==> src/rtl/cnt_seq_ctrl.sv <==
// cnt_seq_ctrl: run sequencer for a binary counter (start/hold/abort, one-shot or periodic, done strobe).
// Optional feature macro: CNT_SEQ_PERIOD_CNT_EN adds a saturating 8-bit count of periodic done strobes.
module cnt_seq_ctrl #(
    parameter int W = 3
) (
    input  logic         clk,
    input  logic         rst,
    input  logic         start,
    input  logic         abort,
    input  logic         hold,
    input  logic         mode,
    input  logic [W-1:0] limit,
    output logic [W-1:0] cnt,
    output logic         en_out,
    output logic         busy,
`ifdef CNT_SEQ_PERIOD_CNT_EN
    output logic [7:0]   periods,
`endif
    output logic         done
);
    typedef enum logic [1:0] {IDLE, RUN, HOLD, DONE} state_t;
    state_t       state_q, state_d;
    logic [W-1:0] cnt_q, cnt_d, limit_q, limit_d;
    logic         mode_q, mode_d, done_q, done_d;
`ifdef CNT_SEQ_PERIOD_CNT_EN
    logic [7:0]   periods_q, periods_d;
`endif
    // next state: abort beats start, start beats hold, hold beats counting
    always_comb begin
        state_d = state_q;
        cnt_d   = cnt_q;
        limit_d = limit_q;
        mode_d  = mode_q;
        done_d  = 1'b0;
        if (abort) begin
            state_d = IDLE;
            cnt_d   = '0;
        end else if (start) begin
            state_d = RUN;
            cnt_d   = '0;
            limit_d = limit;
            mode_d  = mode;
        end else begin
            case (state_q)
                RUN: begin
                    if (hold) state_d = HOLD;
                    else if (cnt_q != limit_q) cnt_d = cnt_q + 1'b1;
                    else begin
                        done_d  = 1'b1;
                        cnt_d   = mode_q ? '0 : cnt_q;
                        state_d = mode_q ? RUN : DONE;
                    end
                end
                HOLD:    state_d = hold ? HOLD : RUN;
                DONE:    state_d = IDLE;
                default: state_d = state_q;
            endcase
        end
    end
`ifdef CNT_SEQ_PERIOD_CNT_EN
    // periods counts terminal counts of a periodic run, cleared by start or abort
    always_comb begin
        periods_d = periods_q;
        if (abort || start) periods_d = '0;
        else if (done_d && mode_q && periods_q != 8'hFF) periods_d = periods_q + 8'd1;
    end
    // periods register
    always_ff @(posedge clk or posedge rst) begin
        if (rst) periods_q <= '0;
        else     periods_q <= periods_d;
    end
    assign periods = periods_q;
`endif
    // state and datapath registers
    always_ff @(posedge clk or posedge rst) begin
        if (rst) begin
            state_q <= IDLE;
            cnt_q   <= '0;
            limit_q <= '0;
            mode_q  <= 1'b0;
            done_q  <= 1'b0;
        end else begin
            state_q <= state_d;
            cnt_q   <= cnt_d;
            limit_q <= limit_d;
            mode_q  <= mode_d;
            done_q  <= done_d;
        end
    end
    assign cnt    = cnt_q;
    assign done   = done_q;
    assign busy   = (state_q == RUN) || (state_q == HOLD);
    assign en_out = (state_q == RUN) && !hold && !abort;
endmodule
==> config.mk <==
export PLATFORM = sky130hd
export DESIGN_NAME = cnt_seq_ctrl
export DESIGN_NICKNAME = d
export VERILOG_FILES = /design/src/rtl/cnt_seq_ctrl.sv
export SDC_FILE = /design/constraint.sdc
export NUM_CORES = 1
export LEC_CHECK = 0
export CORE_MARGIN = 4
export CORE_UTILIZATION = 41
export CTS_CLUSTER_DIAMETER = 60
export DETAILED_ROUTE_END_ITERATION = 10
export PLACE_DENSITY = 0.72
export SYNTH_ARGS = -nofsm -noshare
export SYNTH_HDL_FRONTEND = slang
export SYNTH_SLANG_ARGS = --single-unit
==> constraint.sdc <==
create_clock -name clk -period 1.5 [get_ports clk]
set_input_delay 0.225 -clock clk [delete_from_list [all_inputs] [get_ports clk]]
set_output_delay 0.225 -clock clk [all_outputs]
set_load 0.1 [all_outputs]
## Word-level counts from Yosys, hierarchy flattened

Index checks and enable logic that the tools add are counted.

- Add/sub/neg operators: 1
- Eq/ne operators: 6
- Muxes and demuxes: 18
- Bitwise logic cells: 1
- Reduce and logical (&&, ||, !) cells: 11

Operator list:

| cell | count |
|---|---|
| 2-to-1 mux 3 bit | 6 |
| 2-to-1 mux 2 bit | 6 |
| case mux 2 bit (3 select lines) | 1 |
| 2-to-1 mux 1 bit | 5 |
| != test 5 bit, second input constant | 1 |
| nonzero test 5 bit | 1 |
| == test 2 bit, second input constant | 2 |
| AND reduction 2 bit | 2 |
| nonzero test 4 bit | 1 |
| adder 3 x 1 -> 3 bit, second input constant | 1 |
| != test 3 bit | 1 |
| != test 3 bit, second input constant | 1 |
| AND reduction 3 bit | 1 |
| nonzero test 3 bit | 1 |
| == test 2 x 1 -> 1 bit, second input constant | 1 |
| logical AND 1 bit | 2 |
| zero test 1 bit | 2 |
| logical OR 1 bit | 1 |
| inverter 1 bit | 1 |

- Register bits: 10
- Input port bits: 9
- Output and inout bits: 6
- Word-level logic and storage cells: 42

## Depth between registers and ports, before layout

- Depth in word-level cells: 6
- Mapped depth: 6
- Mapped depth without buffers: 6

## Least setup slack after synthesis

OpenSTA, ideal clock, no wires.

- Path type: register to output
- Start: reg state_q[1]
- End: out en_out
- Arrival time: 2.084 ns
- Data required time: 1.275 ns
- Path slack: -0.809 ns
- Cell stages (with the launch flop): 5
- Buffers on the path: 0
- Cells stage by stage: dfrtp_1 -> inv_1 -> ha_1 -> or2b_1 -> nor2_1

- Word-level cells in the longest chain between the ends: 3

Ends and longest elaborated chain:

| element | RTL line | RTL |
|---|---|---|
| start: declaration | 22 | `state_t state_q, state_d;` |
| start signal: assignment | 83 | `state_q <= state_d;` |
| == test 2 x 1 -> 1 bit | 93 | `assign en_out = (state_q == RUN) && !hold && !abort;` |
| logical AND 1 bit (2 in a row) | 93 |  |
| end: declaration | 14 | `output logic en_out,` |

Every way passes these cells.

## Worst setup path after layout

Same ends and word-level chain as after synthesis.

==> flow_summary.ini <==
[worst_setup_path]
reg2reg_from = state_q[1]
cpMaxStageDelayCell = dfrtp_1
critPathKind = register to output port
crit_arrival_ns = 1.56
rr_endpoint = state_q[0]
required_ns = 1.27
reg2reg_depth = 7
r2r_slack_ns = -0.19
path_cells = inv_1 > ha_2 > or2b_1 > buf_4 > nor2_4 > buf_12
cp_max_fo = 2
critPathMaxStageDelay_ns = 0.38
cp_top_family = buffers and inverters
cp.depth = 6
cp-start-kind = register
cp-end-kind = output port
path_buf_inv = 3

[worst_hold_path]
hold_path.class = input pin to async pin

[status]
status = finished, violations left
violations = setup timing

[timing]
fmax_mhz = 559
rsz0062_at_grt = yes
layout_min_cycle_time_ns = 1.79
fin_skew_ns = 0.00912
tightest_slew_ns = 0.401
hold_viol = 0
setup_violations = 5
slew_headroom = 0.732
slew_viol_final = 0
finalCritPeriodShare = 1.19
layout_setup_ws_ns = -0.288

[cells_and_area]
final_nets = 103
final_area_um2 = 1060
drive_gt1_frac = 0.562
num_antenna_cells = 0
syn_to_final_growth_pct = 85.6
stdcell_count = 104
final_common_cell = buf_4
final_cell_mix = buf_4, clkdlybuf4s50_1, dfrtp_1

[placement]
dp_cells = 96
dp_hpwl_um = 1050
routabilityCongestion = 0.761
portBuffers = 14
dpl-instance-area_um2 = 927

[routing]
drt_iter0_markers = 6
dr.pass1.iters = 4
wirelength_um = 1660
vias_per_cell = 5.30
wl_per_cell_um = 16.0
postRouteAntennaNets = 0
drc = 0
dr_total_vias = 551

[power]
peakVddDrop_uv = 571
p_leak_uw = 0.000460
cellPowerDensity_nw_per_um2 = 842

[yosys]
avgSynthCellArea_um2 = 10.6
syn_area_um2 = 573
yosysWarnings = 0
yosysUniqueCellTypes = 23
postSynthCellCount = 54
synth_fp_nets = 67
ys_seq_area_frac = 0.437
ys_seq_elements = 10

[floorplanning]
die_y_um = 45.4
core_area_um2 = 1300
start_util = 0.440
die_w_um = 45.4
dieArea_um2 = 2060
std_cell_rows = 13
io_pins = 15

[cts]
cts_root_buf = clkbuf_4
clk_latency_ns = 0.27
cts.clk_slew.worst_paths_ns = 0.07
cts_tree = yes
htree_levels = 1
clk_path_buf_depth = 2
numCtsBuffers = 3
clock_sinks = 10

[job]
max_cap_viol_count = 0

[global_route]
grt_pass1_vias = 527
grt_overflow_total = 0
grt_usage = 0.153
grt_max_degree = 11
grt_pass1_wl_um = 2250
antenna_found_initial = 0
## per-layer routing
layer  vias to the layer above  routed length, µm  global-route usage
li1                        262                  -                   -
met3                         4                 79              0.0553
met1                       267                693               0.194
met4                         0                 33              0.0702
met2                        18                853               0.231
met5                         -                  0                   0
## kinds of logic (layout without fill, tap and decap cells)
kind of cell             after synthesis  in the layout  share of synthesized area
flip-flops                            10             10                      0.437
AO/OA/AOI/OAI                         10             10                      0.127
buffers and inverters                  5             40                     0.0328
AND/OR/NAND/NOR                       16             16                      0.155
multiplexers                           6              6                      0.116
adder cells (fa/ha/maj)                4              4                     0.0873
XOR/XNOR                               3              3                     0.0459
## flip-flops by register name, summed over array words and instances (netlist names)
register / flops
cnt: 3
state_q: 2
limit_q: 3
done: 1
mode_q: 1
## how the worst max path moves through the flow
| stage | startpoint | end |
|---|---|---|
| floorplan | state_q[1] | state_q[0] |
| global placement | hold | state_q[0] |
| detailed placement | hold | state_q[0] |
| CTS | state_q[1] | en_out |
| global route | state_q[1] | en_out |
| finish | state_q[1] | en_out |
## cell type report
cell class	count	area [µm²]
Multi-Input combinational cell	39	408
Timing Repair Buffer	31	332
Sequential cell	10	256
Fill cell	74	238
Clock buffer	4	26.3
Inverter	5	22.5
Tap cell	15	18.8
## per-stage QoR
stage	hold slack, ns	utilization	setup TNS, ns	setup slack, ns	power, µW
floorplan	0.0651	-	-0.569	-0.352	486
global placement	0.518	0.713	-0.147	-0.0821	619
detailed placement	0.518	0.713	-0.318	-0.157	626
CTS	0.240	0.754	-0.643	-0.281	841
global route	0.262	0.817	-1.33	-0.367	935
finish	0.235	0.817	-0.901	-0.288	895
## synth_stat cells
library cell   n  area, µm²
nor2_1         6       22.5
or2b_1         1       7.51
a32o_1         2       20.0
ha_1           4       50.1
nand3b_1       1       7.51
nand2_1        1       3.75
a31oi_1        1       6.26
nor2_4         1       11.3
mux2i_1        1       10.0
mux2_2         4       45.0
nor2b_1        2       12.5
and3_1         2       12.5
dfrtp_1       10        250
a21oi_1        1       5.00
inv_1          5       18.8
nand3_1        1       5.00
o31ai_1        1       7.51
o211ai_1       2       15.0
a31o_1         1       8.76
mux2_1         1       11.3
o21ai_1        2       10.0
nand2b_1       1       6.26
xnor2_1        3       26.3
## power by group
group	switching (µW)	internal [µW]
logic	193	185
registers	25.0	293
clock network	96.8	103
## repair_timing
action                     CTS  global route
resized for setup            2            13
setup endpoints to repair    3             7
cloned                       0             0
pin swaps                    1             4
setup buffers                3             2
hold buffers                 0             0
(Power assumes the default switching activity.)
